--- config.mk ---
export PLATFORM = sky130hd
export DESIGN_NAME = limber_uart_tx
export DESIGN_NICKNAME = d
export VERILOG_FILES = /design/src/rtl/limber_uart_tx.sv
export SDC_FILE = /design/constraint.sdc
export NUM_CORES = 1
export LEC_CHECK = 0
export ABC_AREA = 1
export BUFFER_PORTS_ARGS = -buffer_cell sky130_fd_sc_hd__buf_2
export CORE_ASPECT_RATIO = 0.5
export CORE_UTILIZATION = 60
export CTS_BUF_LIST = sky130_fd_sc_hd__clkbuf_16
export DETAILED_ROUTE_END_ITERATION = 10
export GPL_TIMING_DRIVEN = 1
export PLACE_DENSITY_LB_ADDON = 0.15
export REMOVE_ABC_BUFFERS = 1
export SKIP_LAST_GASP = 1
export SYNTH_ARGS = -nofsm -noshare
export SYNTH_HDL_FRONTEND = slang
export SYNTH_SLANG_ARGS = --single-unit
--- constraint.sdc ---
create_clock -name clk -period 3.45 [get_ports clk]
set_input_delay 0.69 -clock clk [delete_from_list [all_inputs] [get_ports clk]]
set_output_delay 0.69 -clock clk [all_outputs]
set_load 0.01 [all_outputs]
--- src/rtl/limber_uart_tx.sv ---
// limber_uart_tx: UART transmit engine for the Limber MCU.
// Pops bytes from a fall-through TX FIFO and serialises each one LSB first,
// with an optional even/odd parity bit and one or two stop bits.
// All frame settings are captured when the byte is popped, so a frame in
// flight is unaffected by later changes to the configuration inputs.
module limber_uart_tx #(
  parameter int DIV_W = 16
) (
  input  logic             clk,
  input  logic             rst,
  input  logic             en,
  input  logic [DIV_W-1:0] baud_div,
  input  logic             parity_en,
  input  logic             parity_odd,
  input  logic             stop2,
  input  logic             fifo_empty,
  input  logic [7:0]       fifo_dout,
  output logic             fifo_ren,
  output logic             tx,
  output logic             busy
);

  typedef enum logic [2:0] {
    S_IDLE,
    S_START,
    S_DATA,
    S_PARITY,
    S_STOP
  } state_t;

  state_t state;
  state_t state_next;

  // Frame payload and settings captured at the pop edge.
  logic [7:0]       shreg;
  logic [DIV_W-1:0] div_q;
  logic             par_en_q;
  logic             stop2_q;
  logic             par_q;

  // Bit timing and position within the frame.
  logic [DIV_W-1:0] timer;
  logic [2:0]       bit_cnt;
  logic             stop_cnt;

  // Combinational decode of the current state.
  logic             pop;
  logic             bit_end;
  logic             tx_d;

  // Next-state and line-level decode for the current state.
  always_comb begin
    // NOTE: every signal written here gets a default first, so no path through
    // the case statement can leave one unassigned and infer a latch.
    state_next = state;
    tx_d       = 1'b1;
    pop        = 1'b0;
    bit_end    = (timer == '0);
    unique case (state)
      S_IDLE: begin
        pop = en & ~fifo_empty;
        if (pop) begin
          state_next = S_START;
        end
      end
      S_START: begin
        tx_d = 1'b0;
        if (bit_end) begin
          state_next = S_DATA;
        end
      end
      S_DATA: begin
        tx_d = shreg[0];
        if (bit_end && (bit_cnt == 3'd7)) begin
          state_next = par_en_q ? S_PARITY : S_STOP;
        end
      end
      S_PARITY: begin
        tx_d = par_q;
        if (bit_end) begin
          state_next = S_STOP;
        end
      end
      S_STOP: begin
        tx_d = 1'b1;
        if (bit_end && (!stop2_q || stop_cnt)) begin
          state_next = S_IDLE;
        end
      end
      default: begin
        state_next = S_IDLE;
      end
    endcase
  end

  // The pop strobe is held low while reset is asserted, even though the
  // state register already reads IDLE then.
  assign fifo_ren = pop & rst;

  // State register.
  always_ff @(posedge clk or negedge rst) begin
    // NOTE: sequential state is assigned with <= so every flop samples the
    // pre-edge values regardless of the order the processes are evaluated.
    if (!rst) begin
      state <= S_IDLE;
    end else begin
      state <= state_next;
    end
  end

  // Registered line outputs: they follow the state one clock later.
  always_ff @(posedge clk or negedge rst) begin
    if (!rst) begin
      tx   <= 1'b1;
      busy <= 1'b0;
    end else begin
      tx   <= tx_d;
      busy <= (state != S_IDLE);
    end
  end

  // Frame capture at the pop edge, then bit timing and data shifting.
  always_ff @(posedge clk or negedge rst) begin
    // NOTE: the payload and settings registers are ordinary flops rather than
    // a memory array, so they are cleared on reset like the control state and
    // the block comes out of reset in a fully known condition.
    if (!rst) begin
      shreg    <= '0;
      div_q    <= '0;
      par_en_q <= 1'b0;
      stop2_q  <= 1'b0;
      par_q    <= 1'b0;
      timer    <= '0;
      bit_cnt  <= '0;
      stop_cnt <= 1'b0;
    end else if (pop) begin
      shreg    <= fifo_dout;
      div_q    <= baud_div;
      par_en_q <= parity_en;
      stop2_q  <= stop2;
      par_q    <= ^fifo_dout ^ parity_odd;
      timer    <= baud_div;
      bit_cnt  <= '0;
      stop_cnt <= 1'b0;
    end else if (state != S_IDLE) begin
      if (bit_end) begin
        // Reload rather than decrement so the timer never wraps.
        timer <= div_q;
        if (state == S_DATA) begin
          shreg   <= {1'b0, shreg[7:1]};
          bit_cnt <= bit_cnt + 3'd1;
        end
        if (state == S_STOP) begin
          stop_cnt <= 1'b1;
        end
      end else begin
        timer <= timer - DIV_W'(1);
      end
    end
  end

endmodule
==> results.md, run 1 <==
* Die X at 105.3 um
* Synth Area per Inst at 7.475 um2
* Reg power frac at 0.391
* Main area contributors after synthesis: dfrtp_1 (40%), nand2_1 (17%), o21ai_0 (6.1%)
* Post-synth top area share at 0.3989
* H-tree levels at 2
* Share of cells above drive strength 1 at 0.1991
* CP Class: register to output port
* CTS tree: done
* Post-route DRC violation count at 0
* DP Worst Slack at 1.070 ns
* Slew margin rel. at 0.4655
* Die area at 5646 um2
* Number of core rows at 18
* Global-route usage over all layers at 0.2744
* Cell area after layout at 3515 um2
* Drt first pass iters at 5
* Crit path max fanout at 25
* Global placer's final weighted congestion at 0.8924
* Part of the power in the clock network at 0.187
* Sequential area share after synthesis at 0.4071
* Setup tns final at 0 ns
* Via density at 5.438
* Hold/Removal Path Class: register to register
* Core Area at 5022 um2
* Layout Cells excl Fill at 527
* Clock transition at path regs at 0.08 ns
* Post-Route Utilization at 0.6998
* Clk_skew at 0.01152 ns
* Routed Antenna Nets at 0
* Via count at 2,866
* Top achievable clock speed at 396.5 MHz
* HPWL Detailed at 4.918 mm
* Final worst path period share at 0.7310
* Cts repair resizes at 0
* Overflow after GRT at 0
* Library cells used by synthesis at 34
* Worst-margin pin slew at 0.8006 ns
* NetSw at 1.216 mW
* Outcome: finished clean
* Vias in the first global route at 2,617
* MaxCap Viol Count at 0
* CTS max path bufs at 2
* Drt wl/cell at 13.71 um
* Hold_buf cts at 0
* Period minus WS final at 2.522 ns
* Combinational power share at 0.423
* I/O pin count at 34
* Total placed cells including tap cells at 519
* Synth-to-layout area growth at 9.855%
* Total detailed-routing wirelength at 7.226 mm
* Slack of the critical path at 0.9282 ns
* Initial antenna violation count at 0
* DP Area at 3363 um2
* Global-route wire length before repair at 12.01 mm
* Netlist area before placement at 3199 um2
* Ant. Diodes at 0
* Initial Utilization at 0.6370
* Crit. End Element: output port
* Int Pwr at 1.577 mW
* Synth Warn # at 0
* CP startpoint kind: register
* Slew Viols, Final at 0
* RSZ-0062 raised after global routing: no
* Cells after synthesis at 428
* CP arrival at 1.83 ns
* Leak at 1.821 nW
* Worst-skew pair later-pin latency at 0.30 ns
* Port Buffers at 33
* Critical Path RT at 2.76 ns
* Die Ht at 53.64 um
* Switching Share at 0.4355
* Root Driver: clkbuf_16
* Final Hold Fails at 0
* Peak ir drop on the vdd network at 419.3 uV
* Fin nets at 491
* Fillcell total at 418
* Synth area leader: dfrtp_1
* Largest net degree at the start of global routing at 53
* 1st-iter DRT viols at 164
* Setup Viol. Count Final at 0
* Num CTS Buffers at 5
* Setup Buffers After CTS at 0
* Yosys reg bits at 52
* PD cells at 794.7 nW/um2
* R2R Setup Slk at 1.02 ns
* CTS Sinks at 52
## layout make-up
type,instances,area (um2),area share
multi-input combinational,326,1662,0.4728
sequential,52,1303,0.3706
timing repair buffer,34,172.7,0.04913
inverter,37,138.9,0.03952
clock buffer,5,125.1,0.03560
tap,70,87.58,0.02492
clock inverter,3,26.28,0.007476
## layout by cell type, fill, tap and decap left out
cell type  synthesis  final
buf_4              1      1
nand2_8            1      1
nor2_1            40     40
o21a_1             1      1
nand4_1            2      2
nor2_8             2      2
inv_2              4      4
o21ai_0           39     39
nand3_2            6      6
nand2_1          147    147
inv_6              0      1
nand3_1           24     24
a31oi_1            1      1
nor2_2             4      4
o21ai_2            4      4
xor2_1             1      1
nand2_4            3      3
o21bai_1           1      1
ha_1               4      4
a21oi_1            9      9
a211oi_1           1      1
buf_2              4     33
inv_1             33     33
clkinv_4           0      2
nor2_4             8      8
o21ai_1            8      8
dfstp_2            1      1
dfrtp_1           51     51
xnor2_1            2      2
or2_2              1      1
nand3b_1           2      2
clkbuf_16          0      5
nand2_2            6      6
a21oi_2            9      9
## kinds of logic after synthesis
logic type      Yosys count  share of synthesized area
buf+inv                  50                    0.07352
flops                    52                     0.4071
fa+ha+maj                 4                    0.01564
xor+xnor                  3                   0.008214
compound gates           73                     0.1322
simple gates            246                     0.3633
## sequential cells by signal, indices dropped and copies added (netlist names)
| signal | flops |
|---|---|
| par_en_q | 1 |
| busy | 1 |
| state | 3 |
| div_q | 16 |
| stop_cnt | 1 |
| stop2_q | 1 |
| tx | 1 |
| par_q | 1 |
| bit_cnt | 3 |
| shreg | 8 |
| timer | 16 |
## final timing paths
kind,start,end,depth (start not counted)
worst min register to register,div_q[10],div_q[10],2
max in group asynchronous,rst,shreg[5],2
worst max register to register,state[0],timer[7],9
worst max-delay path,state[0],fifo_ren,6
min in group asynchronous,rst,timer[13],2
worst min-delay path,div_q[10],div_q[10],2
## power groups by stage
stage	combinational, mW	clock, mW	sequential [mW]
floorplan	0.903	0	1.06
global placement	1.10	0	1.09
detailed placement	1.16	0	1.10
CTS	1.18	0.519	1.09
global route	1.34	0.545	1.13
finish	1.18	0.521	1.09
## layer usage
metal,global-route usage,share of wire,vias to the layer above
met2,0.4814,0.47,79
met5,0,0,-
met3,0.05327,0.062,6
met4,0.05869,0.0048,0
li1,-,-,1417
met1,0.3634,0.46,1364
## worst max-delay path: stages, from the launching register on
cell	delay, ns
dfrtp_1	0.40
inv_2	0.10
nand2_2	0.10
nor2_4	0.35
nand2_4	0.29
nor2_1	0.15
buf_2	0.15
## synth_stat cells, drive strengths merged
master	n
nand2	157
nor2	54
dfrtp	51
o21ai	51
inv	37
nand3	30
a21oi	18
buf	10
ha	4
clkbuf	3
nand3b	2
nand4	2
xnor2	2
a211oi	1
a31oi	1
dfstp	1
o21a	1
o21bai	1
or2	1
xor2	1
## per-stage QoR
stage	hold WS (ns)	power, mW
3_3_place_gp	0.4595	2.192
3_5_place_dp	0.4614	2.260
5_1_grt	0.4940	3.015
4_1_cts	0.4810	2.789
2_1_floorplan	0.3944	1.959
6_report	0.4811	2.793
Power figures use the tool's default switching activity.
==> run 2, diff against run 1 <==
--- a/config.mk
+++ b/config.mk
@@ -5,10 +5,10 @@
 export SDC_FILE = /design/constraint.sdc
 export NUM_CORES = 1
 export LEC_CHECK = 0
-export ABC_AREA = 1
+export ABC_AREA = 0
 export BUFFER_PORTS_ARGS = -buffer_cell sky130_fd_sc_hd__buf_2
 export CORE_ASPECT_RATIO = 0.5
-export CORE_UTILIZATION = 60
+export CORE_UTILIZATION = 52
 export CTS_BUF_LIST = sky130_fd_sc_hd__clkbuf_16
 export DETAILED_ROUTE_END_ITERATION = 10
 export GPL_TIMING_DRIVEN = 1
==> constraint.sdc (replaced) <==
create_clock -name clk -period 2.1 [get_ports clk]
set_input_delay 0.42 -clock clk [delete_from_list [all_inputs] [get_ports clk]]
set_output_delay 0.42 -clock clk [all_outputs]
set_load 0.01 [all_outputs]
==> run 2 against run 1 <==
  * Utilization shrank 3.3 points
  * Setup slack worse by 0.87 ns
  * Flip-flop and latch count is the same
  * Sequential power up 31%
  * Register-to-register slack got worse by 0.96 ns
  * Critical path depth did not move
==> results.md, run 2 <==
* Post-synth top area share at 0.4439 (+0.04496)
* CP startpoint kind: register
* Crit. End Element: register
* Final worst path period share at 0.9712
* Share of cells above drive strength 1 at 0.2067 (+0.007594)
* Top achievable clock speed at 490.3 MHz
* Crit path max fanout at 7 (-72%)
* Fin nets at 421 (-14%)
* Post-synth EDFFs at 0 (unchanged)
* Overflow after GRT at 0 (unchanged)
* NetSw at 1.065 mW (-12%)
* Combinational power share at 0.279 (-0.144)
* Primary FF master, synth: dfrtp_1
* Die X at 107.2 um (+1.8%)
* Hold slack final at 0.2697 ns (-0.2115 ns)
* Synth Area per Inst at 8.557 um2 (+14%)
* Slew Viols, Final at 0 (unchanged)
* Biggest regs: div_q x16, timer x16, shreg x8
* Netlist area before placement at 2875 um2 (-10%)
* Most common cell in the netlist: nand2_1
* Period minus WS final at 2.040 ns
* Cells after synthesis at 336 (-21%)
* Reg power frac at 0.456 (+0.065)
* Sequential area share after synthesis at 0.4530 (+0.04588)
* Num CTS Buffers at 5 (unchanged)
* Vias in the first global route at 2,371 (-9.4%)
* Slew margin rel. at 0.5545 (+0.08903)
* Library cells used by synthesis at 45 (+32%)
* Asr flop ratio synth at 1.000 (unchanged)
* Peak ir drop on the vdd network at 499.2 uV (+19%)
* Drt first pass iters at 4 (-1)
* Clk_skew at 0.01355 ns (+0.002034 ns)
* Via density at 5.678 (+4.4%)
* Die area at 5849 um2 (+3.6%)
* Largest net degree at the start of global routing at 53 (unchanged)
* Worst-skew pair later-pin latency at 0.31 ns (about the same)
* R2R Setup Slk at 0.06 ns (-0.96 ns)
* CTS tree: done
* Main area contributors after synthesis: dfrtp_1 (44%), nand2_1 (10%), mux2i_1 (4.5%)
* CP Class: register to register
* Final Hold Fails at 0 (unchanged)
* Number of core rows at 18 (unchanged)
* Part of the power in the clock network at 0.264 (+0.077)
* Total detailed-routing wirelength at 7.244 mm (+0.25%)
* Total power at 3.141 mW (+12%)
* Critical Path RT at 2.29 ns (-0.47 ns)
* Worst-margin pin slew at 0.6682 ns (-0.1324 ns)
* CTS max path bufs at 2 (unchanged)
* Global placer's final weighted congestion at 0.8816 (-1.2%)
* PD cells at 921.0 nW/um2 (+16%)
* Hold_buf cts at 0 (unchanged)
* Clock transition at path regs at 0.07 ns (about the same)
* Global-route wire length before repair at 11.52 mm (-4.0%)
* Int Pwr at 2.076 mW (+32%)
* Yosys reg bits at 52 (unchanged)
* RSZ-0062 raised after global routing: yes
* Leak at 1.668 nW (-8.4%)
* Routed Antenna Nets at 0 (unchanged)
* Port Buffers at 33 (unchanged)
* Drt wl/cell at 15.85 um (+16%)
* Fillcell total at 444 (+6.2%)
* Initial Utilization at 0.5624 (-0.07461)
* Synth cell count leaders: nand2_1 (78), dfrtp_1 (51), o21ai_0 (25)
* Post-route DRC violation count at 0 (unchanged)
* Setup Viol. Count Final at 0 (unchanged)
* Most frequent cells in the layout: nand2_1 (78), dfrtp_1 (51), buf_2 (33)
* Outcome: finished clean
* HPWL Detailed at 5.070 mm (+3.1%)
* Core Area at 5112 um2 (+1.8%)
* Most common cell after layout, fill and taps aside: nand2_1
* CTS Sinks at 52 (unchanged)
* 1st-iter DRT viols at 197 (+20%)
* I/O pin count at 34 (unchanged)
* CP arrival at 2.23 ns (+0.40 ns)
* MaxCap Viol Count at 0 (unchanged)
* Root Driver: clkbuf_16
* Synth area leader: dfrtp_1
* Initial antenna violation count at 0 (unchanged)
* Die Ht at 54.58 um (+1.8%)
* Via count at 2,595 (-9.5%)
* H-tree levels at 2 (unchanged)
* Switching Share at 0.3391 (-0.09641)
* Global-route usage over all layers at 0.2697 (-0.004655)
* Ant. Diodes at 0 (unchanged)
* Synth Warn # at 0 (unchanged)
* Synth-to-layout area growth at 18.62%
* Hold/Removal Path Class: input pin to async pin
==> run 2: cell types whose count changed in the layout (fill, tap and decap cells not counted), moves of 13 or more <==
cell / change
nand2_1: -69
a21oi_1: +14
buf_4: +28
inv_1: -23
o21ai_0: -14
mux2i_1: +13
nor2_1: -19
==> run 2: cell type report <==
class / count / area, um2 / area share
Clock buffer: 5 / 125.1 / 0.03668
Inverter: 10 / 37.54 / 0.01101
Sequential cell: 52 / 1303 / 0.3819
Clock inverter: 3 / 20.02 / 0.005869
Tap cell: 70 / 87.58 / 0.02568
Multi-Input combinational cell: 255 / 1455 / 0.4266
Timing Repair Buffer: 62 / 382.9 / 0.1123
==> run 2: through the flow <==
stage	instance area, um2	util	cells	worst slack, ns	TNS, ns
floorplan	2778	-	316	-1.445	-40.74
global placement	3223	0.6304	444	0.07050	0
detailed placement	3223	0.6304	444	0.04320	0
CTS	3368	0.6588	452	0.02405	0
global route	3411	0.6672	457	-0.03356	-0.1212
finish	3411	0.6672	457	0.06044	0
==> run 2: power groups by stage <==
stage / Combinational [mW] / Clock (mW) / Sequential (mW)
after floorplan: 0.523 / 0 / 1.42
after global placement: 0.801 / 0 / 1.42
after detailed placement: 0.843 / 0 / 1.44
after CTS: 0.847 / 0.842 / 1.43
after global routing: 0.988 / 0.880 / 1.46
final: 0.877 / 0.830 / 1.43
==> run 2: per-layer routing <==
| layer | vias up | track usage | wire, um |
|---|---|---|---|
| met5 | - | 0 | 0 |
| met1 | 1224 | 0.3450 | 3220 |
| met3 | 11 | 0.06190 | 519 |
| li1 | 1272 | - | - |
| met4 | 0 | 0.1119 | 117 |
| met2 | 88 | 0.4559 | 3387 |
==> run 2: final timing paths <==
| check | from | to | depth (start not counted) |
|---|---|---|---|
| worst max-delay path | timer[4] | shreg[1] | 6 |
| worst min-delay path | rst | div_q[13] | 2 |
| worst max register to register | timer[4] | shreg[1] | 6 |
| worst min register to register | div_q[11] | div_q[11] | 2 |
| max in group asynchronous | rst | div_q[7] | 2 |
| min in group clk | stop2 | stop2_q | 3 |
==> run 2: cells by family after synthesis <==
| kind of cell | Yosys count | share of synthesized area |
|---|---|---|
| and+or+nand+nor | 145 | 0.2363 |
| AOI/OAI and AO/OA | 81 | 0.1667 |
| DFF | 52 | 0.4530 |
| buffers and inverters | 30 | 0.04699 |
| muxes | 14 | 0.04917 |
| xor gates and xnor gates | 10 | 0.03046 |
| adders and majority gates | 4 | 0.01741 |
==> run 2: repair_timing <==
action | 4_1_cts | 5_1_grt
buffers inserted | 0 | 4
endpoints found under the setup margin | 0 | 18
gates resized for setup | 0 | 3
==> run 2: worst max-delay path, cell delays in order (launching register included) <==
cell,delay [ns]
dfrtp_1,0.42
or4_4,0.54
nor4b_4,0.34
buf_4,0.19
nand3_4,0.14
mux2i_1,0.20
a21oi_1,0.09
==> run 3, diff against run 2 <==
--- a/config.mk
+++ b/config.mk
@@ -13,6 +13,7 @@
 export DETAILED_ROUTE_END_ITERATION = 10
 export GPL_TIMING_DRIVEN = 1
 export PLACE_DENSITY_LB_ADDON = 0.15
+export RECOVER_POWER = 100
 export REMOVE_ABC_BUFFERS = 1
 export SKIP_LAST_GASP = 1
 export SYNTH_ARGS = -nofsm -noshare
==> run 3 against run 2 <==
  * Flip-flop and latch count unchanged
  * Setup slack lost 0.013 ns
  * Global-route usage is the same
  * Fmax is 0.65% lower
  * Sequential power about the same
  * Critical path depth unchanged
  * Sequential share of layout area increased by 0.28 points
  * Clock-buffer cell count did not move
  * Routed wire length grew 0.68%
  * Via count is 0.46% lower
==> results.md, run 3 (synthesis results as in run 2) <==
* Outcome: finished clean
* Worst-skew pair later-pin latency at 0.31 ns (about the same)
* Hold/Removal Path Class: input pin to register
* Die area at 5849 um2 (unchanged)
* Initial antenna violation count at 0 (unchanged)
* Setup Viol. Count Final at 0 (unchanged)
* Top sig layer: met4
* Final Hold Fails at 0 (unchanged)
* Critical Path RT at 2.29 ns (about the same)
* Post-route DRC violation count at 0 (unchanged)
* Worst-margin pin slew at 1.299 ns (+0.6311 ns)
* Via density at 5.652 (-0.46%)
* Crit. End Element: register
* Drt first pass iters at 5 (+1)
* Drt wl/cell at 15.96 um (+0.68%)
* CP delay by family, top: simple AND/OR/NAND/NOR gates
* WL met3 at 472 um (-9.1%)
* Crit path max fanout at 7 (unchanged)
* Slowest CP cell: or4_4
* R2R Setup Slk at 0.05 ns (about the same)
* PD cells at 927.9 nW/um2 (+0.74%)
* Reg2reg start: timer[4]
* 1st-iter DRT viols at 170 (-14%)
* Core Area at 5112 um2 (unchanged)
* Die X at 107.2 um (unchanged)
* Met2 WL post-DR at 3.387 mm (unchanged)
* Ant. Diodes at 0 (unchanged)
* Root Driver: clkbuf_16
* I/O pin count at 34 (unchanged)
* CTS max path bufs at 2 (unchanged)
* Setup tns final at 0 ns (unchanged)
* Clock transition at path regs at 0.07 ns (about the same)
* Cell count along the critical path at 6 (unchanged)
* Number of core rows at 18 (unchanged)
* Critical Path Start: timer[4]
* Biggest regs: div_q x16, timer x16, shreg x8
* Initial Utilization at 0.5624 (unchanged)
* Fin nets at 421 (unchanged)
* Final worst path period share at 0.9776 (+0.006402)
* Largest net degree at the start of global routing at 53 (unchanged)
* End point of the critical path: shreg[1]
* Worst r2r dst: shreg[1]
* Total detailed-routing wirelength at 7.293 mm (+0.68%)
* Period minus WS final at 2.053 ns (+0.01344 ns)
* Global-route wire length before repair at 11.52 mm (unchanged)
* Overflow after GRT at 0 (unchanged)
* CTS Sinks at 52 (unchanged)
* Most frequent cells in the layout: nand2_1 (78), dfrtp_1 (51), buf_2 (30)
* Vias in the first global route at 2,371 (unchanged)
* Routed Antenna Nets at 0 (unchanged)
* Die Ht at 54.58 um (unchanged)
* Slew margin rel. at 0.1338 (-0.4207)
* CP arrival at 2.24 ns (about the same)
* CP Class: register to register
* Buf/Inv on CP at 1 (unchanged)
* Worst-path cell chain: or4_4, nor4b_4, buf_4, nand3_4, mux2i_1, a21oi_1
* Synth-to-layout area growth at 17.75%
* Global placer's final weighted congestion at 0.8816 (unchanged)
* H-tree levels at 2 (unchanged)
* CTS tree: done
* Via count at 2,583 (-0.46%)
* CP startpoint kind: register
* MaxCap Viol Count at 0 (unchanged)
* Share of cells above drive strength 1 at 0.1912 (-0.01550)
* Total power at 3.142 mW (about the same)
* Global-route usage over all layers at 0.2697 (unchanged)
* Peak ir drop on the vdd network at 498.5 uV (-0.16%)
* Slowest cell delay on critical path at 0.55 ns (about the same)
* Most common cell after layout, fill and taps aside: nand2_1
* RSZ-0062 raised after global routing: yes
* Clk_skew at 0.01355 ns (+0.000004900 ns)
* Leak at 1.648 nW (-1.2%)
* Port Buffers at 33 (unchanged)
* Met1 WL at 3.323 mm (+3.2%)
* R2R depth at 6 (unchanged)
* HPWL Detailed at 5.070 mm (unchanged)
* Slew Viols, Final at 0 (unchanged)
* Top achievable clock speed at 487.1 MHz (-0.65%)
* Num CTS Buffers at 5 (unchanged)
run 3: cell types whose count changed in the layout (fill, tap and decap cells not counted), sizes merged:
cell	delta
buf	-10
clkbuf	+10
run 3: worst min-delay path by stage:
| stage | depth (start not counted) | end | from | slack [ns] |
|---|---|---|---|---|
| 2_1_floorplan | 0 | bit_cnt[0] | rst | 0.12 |
| 4_1_cts | 3 | stop2_q | stop2 | 0.30 |
| 6_report | 3 | stop2_q | stop2 | 0.30 |
| 3_5_place_dp | 2 | div_q[11] | div_q[11] | 0.46 |
| 3_3_place_gp | 2 | div_q[14] | div_q[14] | 0.46 |
| 5_1_grt | 3 | stop2_q | stop2 | 0.31 |
run 3: layout make-up:
type                       count  area, um2
fill                         450       1727
multi-input combinational    255       1455
sequential                    52       1303
timing repair buffer          62      357.8
clock buffer                   5      125.1
tap                           70      87.58
inverter                      10      37.54
clock inverter                 3      20.02
run 3: metrics by stage:
stage,cells,setup slack [ns],util,instance area [um2],hold WS (ns)
after global placement,444,0.07050,0.6304,3223,0.4553
after floorplan,316,-1.445,-,2778,0.1244
final,457,0.04700,0.6623,3386,0.3027
after detailed placement,444,0.04320,0.6304,3223,0.4578
after global routing,457,-0.03355,0.6623,3386,0.3108
after CTS,452,0.02405,0.6588,3368,0.3031
run 3: power breakdown:
group          switching, mW  internal [mW]
clock network          0.388          0.440
logic                  0.479          0.399
registers              0.200           1.24
total                   1.07           2.07
run 3: metal layers:
layer | up-vias | global-route usage
met3 | 10 | 0.06190
met1 | 1222 | 0.3450
li1 | 1273 | -
met4 | 0 | 0.1119
met2 | 78 | 0.4559
met5 | - | 0
run 3: repair_timing:
action,4_1_cts,5_1_grt
hold buffers,0,0
gates resized for setup,0,3
setup endpoints to repair,0,18
buffers inserted,0,4
run 3: worst register-to-register path: stages (launching register included):
cell     delay [ns]
dfrtp_1        0.43
or4_4          0.55
nor4b_4        0.35
buf_4          0.19
nand3_4        0.14
mux2i_1        0.20
a21oi_1        0.09
